`src/rtl/mdu_pkg.sv`:
```
// Shared encodings and constants for the multiply/divide unit controller.
package mdu_pkg;

  // Operation encodings carried on req_op.
  localparam logic [2:0] MDU_OP_MULT  = 3'd0;
  localparam logic [2:0] MDU_OP_MULTU = 3'd1;
  localparam logic [2:0] MDU_OP_DIV   = 3'd2;
  localparam logic [2:0] MDU_OP_DIVU  = 3'd3;
  localparam logic [2:0] MDU_OP_MTHI  = 3'd4;
  localparam logic [2:0] MDU_OP_MTLO  = 3'd5;

  // One quotient bit per DIV_RUN cycle; the step counter stops at DIV_LAST.
  localparam int         DIV_STEPS = 32;
  localparam logic [5:0] DIV_LAST  = 6'(DIV_STEPS - 1);

  typedef enum logic [2:0] {
    ST_IDLE,
    ST_MUL,
    ST_DIV_LOAD,
    ST_DIV_RUN,
    ST_DIV_FIX
  } mdu_state_e;

  // 32-bit two's-complement negate when en is set; |0x80000000| stays 0x80000000.
  function automatic logic [31:0] neg_if(input logic [31:0] x, input logic en);
    return en ? -x : x;
  endfunction

endpackage

```
`src/rtl/div_iter.sv`:
```
// Restoring divider datapath: one quotient bit per step, unsigned operands.
module div_iter (
  input  logic        clk,
  input  logic        start,
  input  logic [31:0] dividend,
  input  logic [31:0] divisor,
  input  logic        step,
  output logic [31:0] quot,
  output logic [31:0] rem
);

  logic [32:0] rem_q;
  logic [31:0] quot_q;
  logic [31:0] dsr_q;
  logic [33:0] diff;

  // Trial subtract of the divisor from the remainder shifted left by one dividend bit.
  assign diff = {rem_q, quot_q[31]} - {2'b00, dsr_q};

  // Load operands on start, otherwise shift in one quotient bit per step.
  always_ff @(posedge clk) begin
    if (start) begin
      rem_q  <= '0;
      quot_q <= dividend;
      dsr_q  <= divisor;
    end else if (step) begin
      quot_q <= {quot_q[30:0], ~diff[33]};
      rem_q  <= diff[33] ? {rem_q[31:0], quot_q[31]} : diff[32:0];
    end
  end

  assign quot = quot_q;
  assign rem  = rem_q[31:0];

endmodule

```
`src/rtl/mdu_ctrl.sv`:
```
// MIPS multiply/divide controller: owns HI/LO, sequences multiplier and divider.
module mdu_ctrl
  import mdu_pkg::*;
#(
  parameter int MUL_LAT = 2
) (
  input  logic        clk,
  input  logic        reset,
  input  logic        req_valid,
  output logic        req_ready,
  input  logic [2:0]  req_op,
  input  logic [31:0] req_src1,
  input  logic [31:0] req_src2,
  input  logic        flush,
  output logic        busy,
  output logic        hilo_ready,
  output logic [31:0] hi,
  output logic [31:0] lo
);

  mdu_state_e state, state_d;

  logic               accept;
  logic               is_mul_op;
  logic [2:0]         op_q;
  logic [31:0]        a_q, b_q;
  logic [5:0]         cnt;

  logic [MUL_LAT-1:0] mul_vld;
  logic [63:0]        mul_data [MUL_LAT];
  logic signed [32:0] mul_a, mul_b;
  logic [63:0]        mul_prod;

  logic               a_neg, b_neg;
  logic [31:0]        div_quot, div_rem;
  logic [31:0]        quot_fix, rem_fix;

  logic               hi_we, lo_we;
  logic [31:0]        hi_d, lo_d;

  assign req_ready  = (state == ST_IDLE);
  assign busy       = (state != ST_IDLE);
  assign hilo_ready = !busy;
  assign accept     = req_valid && req_ready && !flush;
  assign is_mul_op  = (req_op == MDU_OP_MULT) || (req_op == MDU_OP_MULTU);

  // 33x33 signed multiply: the extra top bit is the sign for mult, zero for multu.
  assign mul_a    = {(req_op == MDU_OP_MULT) & req_src1[31], req_src1};
  assign mul_b    = {(req_op == MDU_OP_MULT) & req_src2[31], req_src2};
  assign mul_prod = 64'(mul_a) * 64'(mul_b);

  // Sign handling for div; divu passes operands through untouched.
  assign a_neg    = (op_q == MDU_OP_DIV) && a_q[31];
  assign b_neg    = (op_q == MDU_OP_DIV) && b_q[31];
  assign quot_fix = neg_if(div_quot, a_neg ^ b_neg);
  assign rem_fix  = neg_if(div_rem, a_neg);

  div_iter u_div (
    .clk      (clk),
    .start    (state == ST_DIV_LOAD),
    .dividend (neg_if(a_q, a_neg)),
    .divisor  (neg_if(b_q, b_neg)),
    .step     (state == ST_DIV_RUN),
    .quot     (div_quot),
    .rem      (div_rem)
  );

  // State register.
  // NOTE: sequential state uses non-blocking assignments so every flop samples pre-edge values.
  always_ff @(posedge clk) begin
    if (reset) state <= ST_IDLE;
    else       state <= state_d;
  end

  // Capture the accepted op so the requester may change its inputs afterwards.
  // NOTE: pure datapath registers carry no reset; control qualifies every use of them.
  always_ff @(posedge clk) begin
    if (accept) begin
      op_q <= req_op;
      a_q  <= req_src1;
      b_q  <= req_src2;
    end
  end

  // Divide step counter: cleared while loading, saturates at the last step.
  always_ff @(posedge clk) begin
    if (reset)                                  cnt <= '0;
    else if (state == ST_DIV_LOAD)              cnt <= '0;
    else if (state == ST_DIV_RUN && cnt != DIV_LAST) cnt <= cnt + 6'd1;
  end

  // Multiplier pipeline valid chain; flush or reset discards any product in flight.
  always_ff @(posedge clk) begin
    if (reset || flush) begin
      mul_vld <= '0;
    end else begin
      mul_vld[0] <= accept && is_mul_op;
      for (int k = 1; k < MUL_LAT; k++) mul_vld[k] <= mul_vld[k-1];
    end
  end

  // Multiplier pipeline data chain.
  always_ff @(posedge clk) begin
    mul_data[0] <= mul_prod;
    for (int k = 1; k < MUL_LAT; k++) mul_data[k] <= mul_data[k-1];
  end

  // Next-state and HI/LO write selection; flush overrides everything.
  // NOTE: every output of this block gets a default first so no latch is inferred.
  always_comb begin
    state_d = state;
    hi_we   = 1'b0;
    lo_we   = 1'b0;
    hi_d    = '0;
    lo_d    = '0;
    case (state)
      ST_IDLE: begin
        if (accept) begin
          case (req_op)
            MDU_OP_MULT, MDU_OP_MULTU: state_d = ST_MUL;
            MDU_OP_DIV, MDU_OP_DIVU:   state_d = ST_DIV_LOAD;
            MDU_OP_MTHI: begin hi_we = 1'b1; hi_d = req_src1; end
            MDU_OP_MTLO: begin lo_we = 1'b1; lo_d = req_src1; end
            default: ;
          endcase
        end
      end
      ST_MUL: begin
        if (mul_vld[MUL_LAT-1]) begin
          state_d = ST_IDLE;
          hi_we   = 1'b1;
          lo_we   = 1'b1;
          hi_d    = mul_data[MUL_LAT-1][63:32];
          lo_d    = mul_data[MUL_LAT-1][31:0];
        end
      end
      ST_DIV_LOAD: state_d = (b_q == '0) ? ST_IDLE : ST_DIV_RUN;
      ST_DIV_RUN:  if (cnt == DIV_LAST) state_d = ST_DIV_FIX;
      ST_DIV_FIX: begin
        state_d = ST_IDLE;
        hi_we   = 1'b1;
        lo_we   = 1'b1;
        hi_d    = rem_fix;
        lo_d    = quot_fix;
      end
      default: state_d = ST_IDLE;
    endcase
    if (flush) begin
      state_d = ST_IDLE;
      hi_we   = 1'b0;
      lo_we   = 1'b0;
    end
  end

  // Architectural HI/LO registers.
  always_ff @(posedge clk) begin
    if (reset) begin
      hi <= '0;
      lo <= '0;
    end else begin
      if (hi_we) hi <= hi_d;
      if (lo_we) lo <= lo_d;
    end
  end

endmodule

```
`config.mk`:
```
export PLATFORM = sky130hd
export DESIGN_NAME = mdu_ctrl
export DESIGN_NICKNAME = d
export VERILOG_FILES = /design/src/rtl/mdu_pkg.sv /design/src/rtl/div_iter.sv /design/src/rtl/mdu_ctrl.sv
export SDC_FILE = /design/constraint.sdc
export NUM_CORES = 2
export LEC_CHECK = 0
export BUFFER_PORTS_ARGS = -buffer_cell sky130_fd_sc_hd__buf_2
export CORE_MARGIN = 5
export CORE_UTILIZATION = 60
export CTS_CLUSTER_DIAMETER = 100
export CTS_CLUSTER_SIZE = 12
export DETAILED_ROUTE_END_ITERATION = 12
export PLACE_DENSITY_LB_ADDON = 0.05
export SLEW_MARGIN = 10
export SYNTH_ARGS = -nofsm -noshare
export SYNTH_HDL_FRONTEND = slang
export SYNTH_SLANG_ARGS = --single-unit
```
`constraint.sdc`:
```
create_clock -name clk -period 12.5 [get_ports clk]
set_input_delay 2.5 -clock clk [delete_from_list [all_inputs] [get_ports clk]]
set_output_delay 2.5 -clock clk [all_outputs]
set_load 0.01 [all_outputs]
```
# After elaboration in Yosys (flattened, before gate mapping)
# Memories as Yosys holds them, arrays and structs flattened.
# Index checks and enable logic that the tools add are counted.
# classes
bitwise_logic	4
mul	1
muxes	30
div	0
n_reduce_logical	20
n_shift	0
n_addsub	6
n_eq_ne	16
order_cmp	0
# op_table
cell	count
$mux 32	12
$pmux 32 s3	2
$neg 32->32	4
$mul 33x33->64	1
$sub 34x32->34	1
$mux 33	1
$logic_not 32->1	1
$eq 3x2->1 const B	5
$pmux 3 s4	1
$eq 3x3->1 const B	3
$mux 3	3
$reduce_or 2->1	4
$mux 1	7
$add 6x1->6 const B	1
$eq 3x1->1 const B	2
$eq 6x5->1 const B	1
$logic_and 1x1->1	6
$logic_not 3->1	2
$ne 6x5->1 const B	1
$pmux 1 s3	2
$pmux 3 s2	1
$ne 2x2->1 const B	2
$reduce_and 4->1	1
$ne 3x1->1 const B	1
9 further kinds	12
# totals
ff_bits	239
mem_bits_ro	0
elab_cells	89
ramBits	128
input_bits	71
latchBits	0
n_memories	1
# mem_list
memory	words	word_bits	read_ports	rd_ports_with_merged_regs	write_ports	line	source
mul_data	2	64	2	0	2	mdu_ctrl.sv:30	logic [63:0] mul_data [MUL_LAT];

# Logic depth before layout (Yosys ltp)
# logic_depth
depth_word	6
mapped_depth	30
mapped_depth_nobuf	29

# By module
# Synthesis repeated with hierarchy kept, for this count alone.
# unflattened
cells_unflattened	5812
area_unflattened_um2	54636.2
# modules_own_cells
module	seq_area_each_um2	area_per_inst_um2	cells_each	n_inst
mdu_ctrl	6075.8	48617.9	5204	1
div_iter	2582.5	6018.3	608	1

# Worst setup path before layout
# No wires, ideal clock.
# synth_timing
path_kind	input port to flip-flop
from	input port req_op[0]
to	memory mul_data[0][56]
n_path_buf	1
required_ns	12.376
stages	26
slack_ns	2.498
t_arrival_ns	9.878
path_cell_list	nor3_1 -> and2_1 -> clkbuf_1 -> nand2_1 -> inv_1 -> fa_1 -> fa_1 -> fa_1 -> inv_1 -> fa_1 -> fa_1 -> fa_1 -> fa_1 -> fa_1 -> inv_1 -> ha_1 -> a21o_1 -> a211oi_1 -> o21ai_0 -> a221oi_1 -> o21ai_0 -> a21o_1 -> a31o_2 -> a211o_1 -> a21oi_1 -> xnor2_1
# synth_rtl
item	line	source
start, declared	mdu_ctrl.sv:11	input logic [2:0] req_op,
end, declared	mdu_ctrl.sv:30	

==> out/qor.yml <==
die-area_um2: 95500
syn_to_final_growth_pct: 4.97
finalMaxSlewViolations: 0
worstSkewPairLatency_ns: 0.54
nets: 7071
dr.pass1.iters: 9
synth_area_um2: 53600
grt_pass1_wl_um: 247000
relSlewSlack_pct: 20.0
layout_commonest_cell: "inv_1"
drtIter0Drc: 4308
final_cell_mix: "inv_1 (1183), fa_1 (1126), nand2_1 (819)"
arrival_ns: 11.17
critPathTopFamily: "adder cells"
grt_max_degree: 80
holdWs_ns: 0.320
postSynthNetCount: 7126
rsz0062_at_grt: "false"
post-route-drc-count: 0
die_height_um: 309
ys_types: 84
crit_slowest_cell: "a2111oi_1"
async_flop_share_pct: 0
ant_nets: 0
cts_hold_buf: 0
synthCells: 5680
gp_congestion: 0.940
core_area_um2: 88500
max_stage_delay_ns: 0.52
die_w_um: 309
seq_area_frac_synth_pct: 16.1
clock.fmax_mhz: 93.1
wl_per_cell_um: 23.5
hpwl_um: 126000
grt_usage_pct: 34.2
finalCritPeriodShare_pct: 86.0
final-setup-viol-count: 0
drive_above_1_share_pct: 5.45
post_cts_resized: 0
synth_edf_count: 131
cts_setup_buffers: 0
cts_num_sinks: 367
tritoncts: "yes"
totalWireLength_um: 161000
vias_per_cell: 5.82
hold_class: "flip-flop to flip-flop"
fin_skew_ns: 0.0134
worst_pin_slew_ns: 1.20
ios: 138
ys_warn_count: 0
clk_path_buf_depth: 3
port_buffers: 137
fin_tns_setup_ns: 0
path_max_fanout: 32
critPathKind: "input pin to flip-flop"
path_buf_inv: 6
grt-ovfl-total: 0
crit_required_ns: 12.92
end_kind: "flip-flop"
start_util_pct: 60.6
cts_buffers: 36
vias: 39700
cts_htree_levels: 2
status: "complete, no violations"
avgSynthCellArea_um2: 9.44
fp-row-count: 109
root_buffer: "clkbuf_16"
ys.flop_type: "dfxtp_1"
startpoint_type: "input pin"
worst_path_most_repeated_cell: "fa_1"
min_period_ns: 10.74
hold_viol: 0
antenna_found_initial: 22
clk_pin_slew_ns: 0.06
ys_ff_latch: 367
cap_violations: 0
grt_pass1_vias: 40900
-- worst paths after layout --
kind,end,from,cells past startpoint,slack (ns)
setup / recovery,mul_data[0][57],req_op[0],28,1.76
hold / removal,mul_data[0][84],mul_data[0][20],0,0.32
setup reg to reg,u_div.rem_q[0],u_div.rem_q[11],11,8.69
hold reg to reg,mul_data[0][84],mul_data[0][20],0,0.32
-- flip-flops by register name, indices dropped and copies added, names as in the netlist, 6 cells and up --
register and count:
cnt 6, hi 32, a_q 32, mul_data 128, u_div.dsr_q 32, u_div.rem_q 33
b_q 32, u_div.quot 32, lo 32
-- synthesized netlist by cell type (5+ instances only) --
cell      count  share of area, %
buf_1        11             0.077
o31a_1        8              0.13
xnor2_1     118               1.9
clkbuf_1    293               2.1
o21bai_1     15              0.21
nand2b_1     12              0.14
nor4_1       17              0.20
or2_2        12              0.14
a21oi_1     164               1.5
o21a_1       15              0.21
o21ai_1       6             0.056
nand2_1     819               5.7
o22ai_1       9              0.10
xor2_1       97               1.6
a21o_1       37              0.52
o311ai_0      5             0.082
a211oi_1     77               1.1
o31ai_1      17              0.24
and2_1      341               4.0
nand3b_1      5             0.070
nand3_1      25              0.23
fa_1       1126                42
o21ai_0      87              0.81
o41ai_1       6             0.098
a31oi_1      10              0.12
a221oi_1     11              0.18
or3_1        16              0.19
a222oi_1     55               1.0
nor3_1       44              0.41
o211ai_1     15              0.21
ha_1        249               5.8
and3_1       30              0.35
edfxtp_1    131               7.3
nand4_1      17              0.20
nor3b_1       6             0.084
dfxtp_1     236               8.8
a21boi_0      9              0.13
mux2i_1      25              0.47
clkbuf_8      6              0.15
buf_2         5             0.047
nor2b_1       9              0.10
nor2_1      238               1.7
inv_1      1183               8.3
-- layer usage --
layer	GRT usage [%]	vias up	part of all wire [%]
met5	0	-	0
met4	10.9	0	3.9
met3	8.22	293	11
met2	52.4	2056	44
met1	48.8	20200	41
li1	-	17100	-
-- final cells by class --
class / instances / area (um2)
Multi-Input combinational cell: 3808 / 39300
Sequential cell: 367 / 8660
Inverter: 1183 / 4440
Fill cell: 7540 / 32200
Tap cell: 1165 / 1460
Timing Repair Buffer: 229 / 1400
Antenna cell: 6 / 15.0
Clock inverter: 2 / 23.8
Clock buffer: 58 / 1030
-- metrics by stage --
stage               cells  utilization (%)  setup WS, ns  cell area [um2]
finish               6818             63.6          1.76            56300
global route         6812             63.6          1.53            56300
CTS                  6812             63.6          1.90            56300
detailed placement   6752             62.4          1.36            55200
global placement     6752             62.4          1.54            55200
floorplan            5680                -          2.50            53600
-- kinds of logic after synthesis --
family,after synthesis,share of synthesized area [%]
and+or+nand+nor,1610,13.9
buffers and inverters,1505,10.7
adders and majority gates,1375,47.8
AOI/OAI and AO/OA,581,7.39
DFF,367,16.1
xor gates and xnor gates,216,3.56
muxes,26,0.488
Power is left out: the tool's default activity adds up to more than one toggle a clock period on the data nets, which glitch-free logic cannot reach.
